--- config.mk ---
export PLATFORM = sky130hd
export DESIGN_NAME = ipa_gcm_arb_flat
export DESIGN_NICKNAME = d
export VERILOG_FILES = /design/src/rtl/ipa_gcm_arb_if.sv /design/src/rtl/ipa_gcm_arb.sv /design/src/flat_wrapper.sv
export SDC_FILE = /design/constraint.sdc
export NUM_CORES = 1
export LEC_CHECK = 0
export CAP_MARGIN = 20
export CORE_AREA = 2 2 192 194
export CTS_BUF_LIST = sky130_fd_sc_hd__clkbuf_8
export DETAILED_ROUTE_END_ITERATION = 10
export DIE_AREA = 0 0 194 196
export PLACE_DENSITY = 0.47
export SLEW_MARGIN = 20
export SYNTH_ARGS = -nofsm -noshare
export SYNTH_HDL_FRONTEND = slang
export SYNTH_SLANG_ARGS = --single-unit
--- constraint.sdc ---
create_clock -name clk -period 4.2 [get_ports clk]
set_input_delay 0.84 -clock clk [delete_from_list [all_inputs] [get_ports clk]]
set_output_delay 0.84 -clock clk [all_outputs]
set_load 0.01 [all_outputs]
--- src/rtl/ipa_gcm_arb_if.sv ---
// Bus bundle for the GCM context/crossbar SRAM arbiter: context port, two crossbar
// bank ports and the two SRAM bank ports. The arbiter takes the slave side.
interface ipa_gcm_arb_if #(
    parameter int ADDR_MEM_WIDTH = 12,
    parameter int DATA_WIDTH     = 32,
    parameter int ID_WIDTH       = 20
);
    logic                                 ctx_req_i;
    logic [ADDR_MEM_WIDTH-1:0]            ctx_addr_i;
    logic                                 ctx_gnt_o;
    logic                                 ctx_rvalid_o;
    logic [2*DATA_WIDTH-1:0]              ctx_rdata_o;

    logic [1:0]                           xbar_req_i;
    logic [1:0]                           xbar_wen_i;
    logic [1:0][ADDR_MEM_WIDTH-1:0]       xbar_add_i;
    logic [1:0][DATA_WIDTH-1:0]           xbar_wdata_i;
    logic [1:0][3:0]                      xbar_be_i;
    logic [1:0][ID_WIDTH-1:0]             xbar_id_i;
    logic [1:0]                           xbar_gnt_o;
    logic [1:0]                           xbar_rvalid_o;
    logic [1:0][DATA_WIDTH-1:0]           xbar_rdata_o;
    logic [1:0][ID_WIDTH-1:0]             xbar_rid_o;

    logic [1:0]                           sram_req_o;
    logic [1:0]                           sram_wen_o;
    logic [1:0][ADDR_MEM_WIDTH-1:0]       sram_add_o;
    logic [1:0][DATA_WIDTH-1:0]           sram_wdata_o;
    logic [1:0][3:0]                      sram_be_o;
    logic [1:0][DATA_WIDTH-1:0]           sram_rdata_i;

    modport slave (
        input  ctx_req_i, ctx_addr_i,
        output ctx_gnt_o, ctx_rvalid_o, ctx_rdata_o,
        input  xbar_req_i, xbar_wen_i, xbar_add_i, xbar_wdata_i, xbar_be_i, xbar_id_i,
        output xbar_gnt_o, xbar_rvalid_o, xbar_rdata_o, xbar_rid_o,
        output sram_req_o, sram_wen_o, sram_add_o, sram_wdata_o, sram_be_o,
        input  sram_rdata_i
    );

    modport master (
        output ctx_req_i, ctx_addr_i,
        input  ctx_gnt_o, ctx_rvalid_o, ctx_rdata_o,
        output xbar_req_i, xbar_wen_i, xbar_add_i, xbar_wdata_i, xbar_be_i, xbar_id_i,
        input  xbar_gnt_o, xbar_rvalid_o, xbar_rdata_o, xbar_rid_o,
        input  sram_req_o, sram_wen_o, sram_add_o, sram_wdata_o, sram_be_o,
        output sram_rdata_i
    );
endinterface

--- src/rtl/ipa_gcm_arb.sv ---
// Two-bank SRAM arbiter: atomic dual-bank context reads take priority over the
// crossbar, with a stall counter that forces one crossbar cycle after MAX_STALL denials.
module ipa_gcm_arb #(
    parameter int ADDR_MEM_WIDTH = 12,
    parameter int DATA_WIDTH     = 32,
    parameter int ID_WIDTH       = 20,
    parameter int MAX_STALL      = 8
) (
    input  logic           clk,
    input  logic           rst,
    ipa_gcm_arb_if.slave   bus
);
    localparam logic [0:0] ST_NORMAL     = 1'b0;
    localparam logic [0:0] ST_FORCE_XBAR = 1'b1;
    localparam logic [7:0] MAX_STALL_C   = 8'(MAX_STALL);

    logic [0:0]                   state_q, state_d;
    logic [7:0]                   stall_cnt_q, stall_cnt_d;
    logic                         ctx_rvalid_q;
    logic [1:0]                   xbar_rvalid_q;
    logic [1:0][ID_WIDTH-1:0]     xbar_rid_q;

    logic                         force_xbar;
    logic                         any_xbar_req;
    logic                         ctx_gnt;
    logic [1:0]                   xbar_gnt;

    assign force_xbar   = (state_q == ST_FORCE_XBAR);
    assign any_xbar_req = |bus.xbar_req_i;

    // Grants are masked by rst so nothing reaches the SRAM while reset is held.
    assign ctx_gnt  = bus.ctx_req_i & ~force_xbar & ~rst;
    assign xbar_gnt = bus.xbar_req_i & {2{~ctx_gnt & ~rst}};

    always_comb begin
        // NOTE: every always_comb output gets a default first, so no path can infer a latch.
        state_d     = state_q;
        stall_cnt_d = stall_cnt_q;
        if (state_q == ST_FORCE_XBAR) begin
            state_d     = ST_NORMAL;
            stall_cnt_d = '0;
        end else if ((|xbar_gnt) || !any_xbar_req) begin
            stall_cnt_d = '0;
        end else if (ctx_gnt) begin
            stall_cnt_d = stall_cnt_q + 8'd1;
            if (stall_cnt_q + 8'd1 == MAX_STALL_C) begin
                state_d = ST_FORCE_XBAR;
            end
        end
    end

    // A context grant owns both banks; otherwise each bank follows its crossbar port.
    always_comb begin
        bus.sram_req_o   = '0;
        bus.sram_wen_o   = '0;
        bus.sram_add_o   = '0;
        bus.sram_wdata_o = '0;
        bus.sram_be_o    = '0;
        for (int b = 0; b < 2; b++) begin
            if (ctx_gnt) begin
                bus.sram_req_o[b]   = 1'b1;
                bus.sram_wen_o[b]   = 1'b1;
                bus.sram_add_o[b]   = bus.ctx_addr_i;
                bus.sram_be_o[b]    = 4'hF;
                bus.sram_wdata_o[b] = '0;
            end else if (!rst) begin
                bus.sram_req_o[b]   = xbar_gnt[b];
                bus.sram_wen_o[b]   = bus.xbar_wen_i[b];
                bus.sram_add_o[b]   = bus.xbar_add_i[b];
                bus.sram_be_o[b]    = bus.xbar_be_i[b];
                bus.sram_wdata_o[b] = bus.xbar_wdata_i[b];
            end
        end
    end

    always_ff @(posedge clk or posedge rst) begin
        if (rst) begin
            state_q       <= ST_NORMAL;
            stall_cnt_q   <= '0;
            ctx_rvalid_q  <= 1'b0;
            xbar_rvalid_q <= '0;
            // NOTE: the ID register is reset too, because xbar_rid_o must read zero under reset.
            xbar_rid_q    <= '0;
        end else begin
            // NOTE: sequential state uses non-blocking assignments so all flops update together.
            state_q       <= state_d;
            stall_cnt_q   <= stall_cnt_d;
            ctx_rvalid_q  <= ctx_gnt;
            xbar_rvalid_q <= xbar_gnt;
            for (int b = 0; b < 2; b++) begin
                if (xbar_gnt[b]) begin
                    xbar_rid_q[b] <= bus.xbar_id_i[b];
                end
            end
        end
    end

    assign bus.ctx_gnt_o     = ctx_gnt;
    assign bus.xbar_gnt_o    = xbar_gnt;
    assign bus.ctx_rvalid_o  = ctx_rvalid_q;
    assign bus.xbar_rvalid_o = xbar_rvalid_q;
    assign bus.xbar_rid_o    = xbar_rid_q;
    assign bus.ctx_rdata_o   = rst ? '0 : {bus.sram_rdata_i[0], bus.sram_rdata_i[1]};
    assign bus.xbar_rdata_o  = rst ? '0 : bus.sram_rdata_i;
endmodule

--- src/flat_wrapper.sv ---
// flat-port wrapper written by rule: the top's interface ports become plain ports
module ipa_gcm_arb_flat 
#(
    parameter int ADDR_MEM_WIDTH = 12,
    parameter int DATA_WIDTH     = 32,
    parameter int ID_WIDTH       = 20,
    parameter int MAX_STALL      = 8
)
  (clk, rst, bus_ctx_req_i, bus_ctx_addr_i, bus_ctx_gnt_o, bus_ctx_rvalid_o, bus_ctx_rdata_o, bus_xbar_req_i, bus_xbar_wen_i, bus_xbar_add_i, bus_xbar_wdata_i, bus_xbar_be_i, bus_xbar_id_i, bus_xbar_gnt_o, bus_xbar_rvalid_o, bus_xbar_rdata_o, bus_xbar_rid_o, bus_sram_req_o, bus_sram_wen_o, bus_sram_add_o, bus_sram_wdata_o, bus_sram_be_o, bus_sram_rdata_i);
  ipa_gcm_arb_if #(.ADDR_MEM_WIDTH(ADDR_MEM_WIDTH), .DATA_WIDTH(DATA_WIDTH), .ID_WIDTH(ID_WIDTH)) bus_i ();
  input  logic clk;
  input  logic rst;
  input wire logic [$bits(bus_i.ctx_req_i)-1:0] bus_ctx_req_i;
  input wire logic [$bits(bus_i.ctx_addr_i)-1:0] bus_ctx_addr_i;
  output wire logic [$bits(bus_i.ctx_gnt_o)-1:0] bus_ctx_gnt_o;
  output wire logic [$bits(bus_i.ctx_rvalid_o)-1:0] bus_ctx_rvalid_o;
  output wire logic [$bits(bus_i.ctx_rdata_o)-1:0] bus_ctx_rdata_o;
  input wire logic [$bits(bus_i.xbar_req_i)-1:0] bus_xbar_req_i;
  input wire logic [$bits(bus_i.xbar_wen_i)-1:0] bus_xbar_wen_i;
  input wire logic [$bits(bus_i.xbar_add_i)-1:0] bus_xbar_add_i;
  input wire logic [$bits(bus_i.xbar_wdata_i)-1:0] bus_xbar_wdata_i;
  input wire logic [$bits(bus_i.xbar_be_i)-1:0] bus_xbar_be_i;
  input wire logic [$bits(bus_i.xbar_id_i)-1:0] bus_xbar_id_i;
  output wire logic [$bits(bus_i.xbar_gnt_o)-1:0] bus_xbar_gnt_o;
  output wire logic [$bits(bus_i.xbar_rvalid_o)-1:0] bus_xbar_rvalid_o;
  output wire logic [$bits(bus_i.xbar_rdata_o)-1:0] bus_xbar_rdata_o;
  output wire logic [$bits(bus_i.xbar_rid_o)-1:0] bus_xbar_rid_o;
  output wire logic [$bits(bus_i.sram_req_o)-1:0] bus_sram_req_o;
  output wire logic [$bits(bus_i.sram_wen_o)-1:0] bus_sram_wen_o;
  output wire logic [$bits(bus_i.sram_add_o)-1:0] bus_sram_add_o;
  output wire logic [$bits(bus_i.sram_wdata_o)-1:0] bus_sram_wdata_o;
  output wire logic [$bits(bus_i.sram_be_o)-1:0] bus_sram_be_o;
  input wire logic [$bits(bus_i.sram_rdata_i)-1:0] bus_sram_rdata_i;
  assign bus_i.ctx_req_i = bus_ctx_req_i;
  assign bus_i.ctx_addr_i = bus_ctx_addr_i;
  assign bus_ctx_gnt_o = bus_i.ctx_gnt_o;
  assign bus_ctx_rvalid_o = bus_i.ctx_rvalid_o;
  assign bus_ctx_rdata_o = bus_i.ctx_rdata_o;
  assign bus_i.xbar_req_i = bus_xbar_req_i;
  assign bus_i.xbar_wen_i = bus_xbar_wen_i;
  assign bus_i.xbar_add_i = bus_xbar_add_i;
  assign bus_i.xbar_wdata_i = bus_xbar_wdata_i;
  assign bus_i.xbar_be_i = bus_xbar_be_i;
  assign bus_i.xbar_id_i = bus_xbar_id_i;
  assign bus_xbar_gnt_o = bus_i.xbar_gnt_o;
  assign bus_xbar_rvalid_o = bus_i.xbar_rvalid_o;
  assign bus_xbar_rdata_o = bus_i.xbar_rdata_o;
  assign bus_xbar_rid_o = bus_i.xbar_rid_o;
  assign bus_sram_req_o = bus_i.sram_req_o;
  assign bus_sram_wen_o = bus_i.sram_wen_o;
  assign bus_sram_add_o = bus_i.sram_add_o;
  assign bus_sram_wdata_o = bus_i.sram_wdata_o;
  assign bus_sram_be_o = bus_i.sram_be_o;
  assign bus_i.sram_rdata_i = bus_sram_rdata_i;
  ipa_gcm_arb #(.ADDR_MEM_WIDTH(ADDR_MEM_WIDTH), .DATA_WIDTH(DATA_WIDTH), .ID_WIDTH(ID_WIDTH), .MAX_STALL(MAX_STALL)) u_core (.clk(clk), .rst(rst), .bus(bus_i));
endmodule
* After elaboration in Yosys (flattened, before gate mapping) *
Cells that the tools add are included.

operators by class
  mux-type cells = 29
  reduce and logical (&&, ||, !) cells = 5
  add/sub/neg operators = 1
  equal/unequal tests = 1
  bitwise logic cells = 7

operators with widths
  kind                                            count
  2-to-1 mux 32 bit                               4
  2-to-1 mux 64 bit                               2
  2-to-1 mux 12 bit                               4
  2-to-1 mux 8 bit                                3
  2-to-1 mux 4 bit                                4
  2-to-1 mux 1 bit                                12
  adder 8 x 1 -> 8 bit (second input constant)    1
  == test 8 x 4 -> 1 bit (second input constant)  1
  OR reduction 2 bit                              2
  AND 1 bit                                       3
  NOT 1 bit                                       3
  nonzero test 3 bit                              1
  AND 2 bit                                       1
  zero test 1 bit                                 1
  logical OR 1 bit                                1

storage, ports and cells
  flip-flop bits (word level) = 52
  logic and storage cells = 49
  output and inout port bits = 274

* Longest topological paths before layout *
  depth after elaboration = 10
  gate-level depth with buffers = 6

* Least setup slack after synthesis *
No wires, ideal clock.

  path type = input port to output port
  from = input port rst
  to = output port bus_sram_wdata_o[54]
  path slack = 170 ps
  required time = 3360 ps
  cell stages on the path = 4
  arrival = 3190 ps
  cell sequence = buf_2 > inv_1 > clkbuf_1 > and3_1

between the ends
  longest elaborated chain between the ends = 3
  elaborated cells on any way between the ends = 4
  classes of those cells = mux (2); bitwise (2)

RTL lines
  what                 line                RTL
  start: declaration   flat_wrapper.sv:12  input logic rst;
  NOT 1 bit            ipa_gcm_arb.sv:32   assign ctx_gnt = bus.ctx_req_i & ~force_xbar & ~rst;
  AND 1 bit            ipa_gcm_arb.sv:32
  2-to-1 mux 32 bit *  ipa_gcm_arb.sv:60   if (ctx_gnt) begin
  end: declaration     flat_wrapper.sv:31  output wire logic [$bits(bus_i.sram_wdata_o)-1:0] bus_sram_wdata_o;

Every way passes the cells marked *; elsewhere a longest branch is shown, timed or not.

* Worst setup path in the final report *
  from = input port bus_ctx_req_i
  to = output port bus_sram_req_o[0]

between the ends
  longest elaborated chain between the ends = 7

RTL lines
  what                      line                RTL
  start: declaration        flat_wrapper.sv:13  input wire logic [$bits(bus_i.ctx_req_i)-1:0] bus_ctx_req_i;
  AND 1 bit * (2 in a row)  ipa_gcm_arb.sv:32
  NOT 1 bit                 ipa_gcm_arb.sv:33   assign xbar_gnt = bus.xbar_req_i & {2{~ctx_gnt & ~rst}};
  AND 1 bit                 ipa_gcm_arb.sv:33
  AND 2 bit                 ipa_gcm_arb.sv:33
  2-to-1 mux 1 bit          ipa_gcm_arb.sv:66   end else if (!rst) begin
  2-to-1 mux 1 bit *        ipa_gcm_arb.sv:60
  end: declaration          flat_wrapper.sv:28  output wire logic [$bits(bus_i.sram_req_o)-1:0] bus_sram_req_o;

Marks and branches as above.

==> results by group <==
Synthesis
  • Post-Syn Area: about 4100 µm²
  • Synthesized area per cell: 8.907 µm²
  • Total of warnings raised by yosys: 0
  • Top cells by area, synth: dfrtp_1 (31%), mux2_4 (13%), buf_4 (12%)
  • Syn nets: slightly below 700
  • Sequential area share after synthesis: a little under a third
  • Synthesized flop and latch total: 52
  • Top cell type's share of synthesized area: a little under a third
  • Cells after Synth: 464
  • Yosys cell types: 36
  • Yosys top cell by area: dfrtp_1

Worst setup path
  • CP Data Arrival Time: 2.85 ns
  • FF-to-FF path depth: 5
  • Required time worst endpoint: between 3 and 4 ns
  • Crit Path Class: primary input to output port
  • CP Capture Type: output port
  • Critical-path maximum fanout: 90
  • CP Launch Type: primary input

STA
  • Hold Fails Final Rpt: 0
  • Pins over their slew limit: 0
  • Fmax: roughly 270 MHz
  • Minimum clock period: ~3.7 ns
  • Max-slew headroom: ~54%
  • Clock skew: ~0.013 ns
  • Setup_tns: 0 ns
  • Final worst path period share: 87.76%
  • Unrepaired setup endpoints after global routing: false
  • Final Setup Violations: 0
  • Final worst slack: about 0.51 ns
  • Worst-margin pin slew: between 0.6 and 0.7 ns

Clocking
  • Reg clk slew, reported paths: roughly 0.11 ns
  • Root Buffer: clkbuf_8
  • Clock Path Buffers: 2
  • TritonCTS Sinks: 52
  • Post-CTS Hold Fix Bufs: 0
  • Setup Buffers After CTS: 0
  • Resized Gates After CTS: 0
  • H-tree depth: 2
  • TritonCTS clock tree: built
  • Worst-skew pair later-pin latency: between 0.3 and 0.4 ns
  • Num CTS Buffers: 5

Drt
  • Initial drt markers: ~160
  • Final WL: ~26000 µm
  • DRC Markers: 0
  • Vias: 4763
  • Post-route antenna net violation count: 0
  • DR vias/cell: 3.557
  • Wire per inst: approximately 19 µm
  • Initial DRT Pass Iterations: 4

Pwr
  • Worst-case vdd ir drop: roughly 0.00017 V
  • Pleak: about 3.6 nW
  • Pwr dens: around 210 nW/µm²

Layout
  • Footprint of the multi-input gates: about 2100 µm²
  • Number of antenna diodes: 0
  • Nets@finish: ~1.1k
  • Register Area: 1301 µm²
  • Synth-to-Final Area Change: 120.7%
  • # fillers: between 3k and 4k
  • Ratio of cells with drive above 1 in the final layout: under 10%

Floorplanning
  • Die area: around 38000 µm²
  • # IOs: about 500
  • Die height: 196 µm
  • Initial core utilization: around 11%
  • Core area: 36080 µm²
  • Die Wd: 194 µm
  • Num rows: 70

Place
  • Dpl hpwl: 21470 µm
  • GPL Wtd Cong: about 0.8
  • Port bufs: roughly 490
  • Post-Place Setup Slack: between 0.4 and 0.5 ns

Run
  • Max_cap viols: 0

GRT
  • GRT Total Usage: between 10% and 20%
  • Initial antenna violation count: 0
  • Vias in the first global route: 4883
  • Largest net degree at the start of global routing: 99
  • Global-route wire length before repair: around 36000 µm
  • GRT overflow: 0

Worst hold path
  • Hold WC Path Type: flop to flop
  • Cells on Worst Hold Path: 1

Run status
  • Status: completed
-- through the flow --
stage	hold slack, ns	util, %	power [mW]	cell area, µm²	std cells
CTS	0.5221	25.28	1.967	9121	1339
detailed placement	0.4943	25.01	1.626	9025	1331
global route	0.5382	25.28	2.036	9121	1339
floorplan	0.4932	-	1.008	4133	464
global placement	0.4881	25.01	1.631	9025	1331
finish	0.5186	25.28	1.924	9121	1339
-- cell type report --
| type | instances | share of cell area, % |
|---|---|---|
| clock inverter | 3 | 0.3018 |
| sequential | 52 | 14.27 |
| inverter | 4 | 0.2332 |
| timing repair buffer | 501 | 55.12 |
| clock buffer | 5 | 0.7545 |
| tap | 468 | 6.420 |
| multi-input combinational | 306 | 22.91 |
-- report_power, final --
part | leakage [nW] | internal (mW) | switching, mW
Combinational | 2.96 | 0.624 | 0.366
Clock | 0.0463 | 0.123 | 0.193
Sequential | 0.638 | 0.576 | 0.0412
-- worst max-delay path, cell delays in order --
cell	delay, ns
clkdlybuf4s50_1	0.48
nand2b_2	0.13
buf_12	0.29
and3_4	0.32
nand2b_1	0.16
clkdlybuf4s50_1	0.55
-- layout by cell type (no fill, tap or decap) --
cell type,instances
clkinvlp_4,1
clkbuf_8,5
a21oi_1,27
a22o_1,2
nor2_4,1
mux2_4,36
and3_1,65
xnor2_1,3
a211oi_1,1
mux2_2,4
or3b_1,1
mux2i_1,2
nor2b_1,64
and2b_1,1
nand2b_2,1
clkdlybuf4s50_1,491
and4_1,1
inv_1,2
a21o_1,1
ha_1,1
inv_8,1
or3_1,2
nand2b_1,2
and3_4,2
a2111oi_2,1
nor3_1,4
buf_4,7
buf_12,3
nand2_1,44
clkinv_2,1
nor4b_1,1
nand3_1,5
nand4_1,2
nor2_1,27
clkinv_4,2
o311a_1,1
dfrtp_1,52
o21ai_0,4
-- synth_stat cells --
cell type,n
clkinv_4,1
a22o_1,2
and2b_1,1
a2111oi_2,1
inv_1,3
nor4b_1,1
clkbuf_1,22
ha_1,1
nor3_1,4
mux2_4,36
mux2_2,4
buf_6,4
nor2_1,27
mux2i_1,2
a21oi_1,27
xnor2_1,3
buf_1,3
or3b_1,1
nand3_1,5
nand2b_1,3
buf_12,4
buf_4,64
nand2_1,44
buf_2,5
nor2_4,1
and3_4,2
dfrtp_1,52
o21ai_0,4
and3_1,65
a211oi_1,1
and4_1,1
nand4_1,2
or3_1,2
nor2b_1,64
a21o_1,1
o311a_1,1
-- final timing paths --
kind	to	from	slack [ns]
min in group asynchronous	u_core.bus.xbar_rid_o[39]$_DFFE_PP0P_	rst	0.59
hold reg to reg	u_core.bus.xbar_rid_o[1]$_DFFE_PP0P_	u_core.bus.xbar_rid_o[1]$_DFFE_PP0P_	0.52
hold / removal	u_core.bus.xbar_rid_o[1]$_DFFE_PP0P_	u_core.bus.xbar_rid_o[1]$_DFFE_PP0P_	0.52
setup reg to reg	u_core.bus.xbar_rid_o[14]$_DFFE_PP0P_	u_core.force_xbar$_DFF_PP0_	2.03
setup / recovery	bus_sram_req_o[0]	bus_ctx_req_i	0.51
max in group asynchronous	u_core.bus.xbar_rvalid_o[0]$_DFF_PP0_	rst	2.53
-- routing by layer --
metal | wire (µm) | track usage (%) | vias up | part of all wire (%)
li1 | - | - | 2293 | -
met1 | 10680 | 15.91 | 2212 | 42
met2 | 12850 | 22.42 | 249 | 50
met3 | 1802 | 3.129 | 9 | 7.1
met4 | 195 | 1.571 | 0 | 0.76
met5 | 0 | 0 | - | 0
-- flip-flops by register name, indices dropped and copies added, names as in the netlist --
register                  flops
u_core.bus.ctx_rvalid_o       1
u_core.bus.xbar_rid_o        40
u_core.bus.xbar_rvalid_o      2
u_core.force_xbar             1
u_core.stall_cnt_q            8
-- cell families after synthesis --
group                      share of synthesized area (%)
xor gates and xnor gates                          0.6359
AOI/OAI and AO/OA                                  5.147
muxes                                              14.65
buffers and inverters                              18.01
DFF                                                31.49
adders and majority gates                         0.3027
and+or+nand+nor                                    29.76
(Power assumes the default switching activity.)
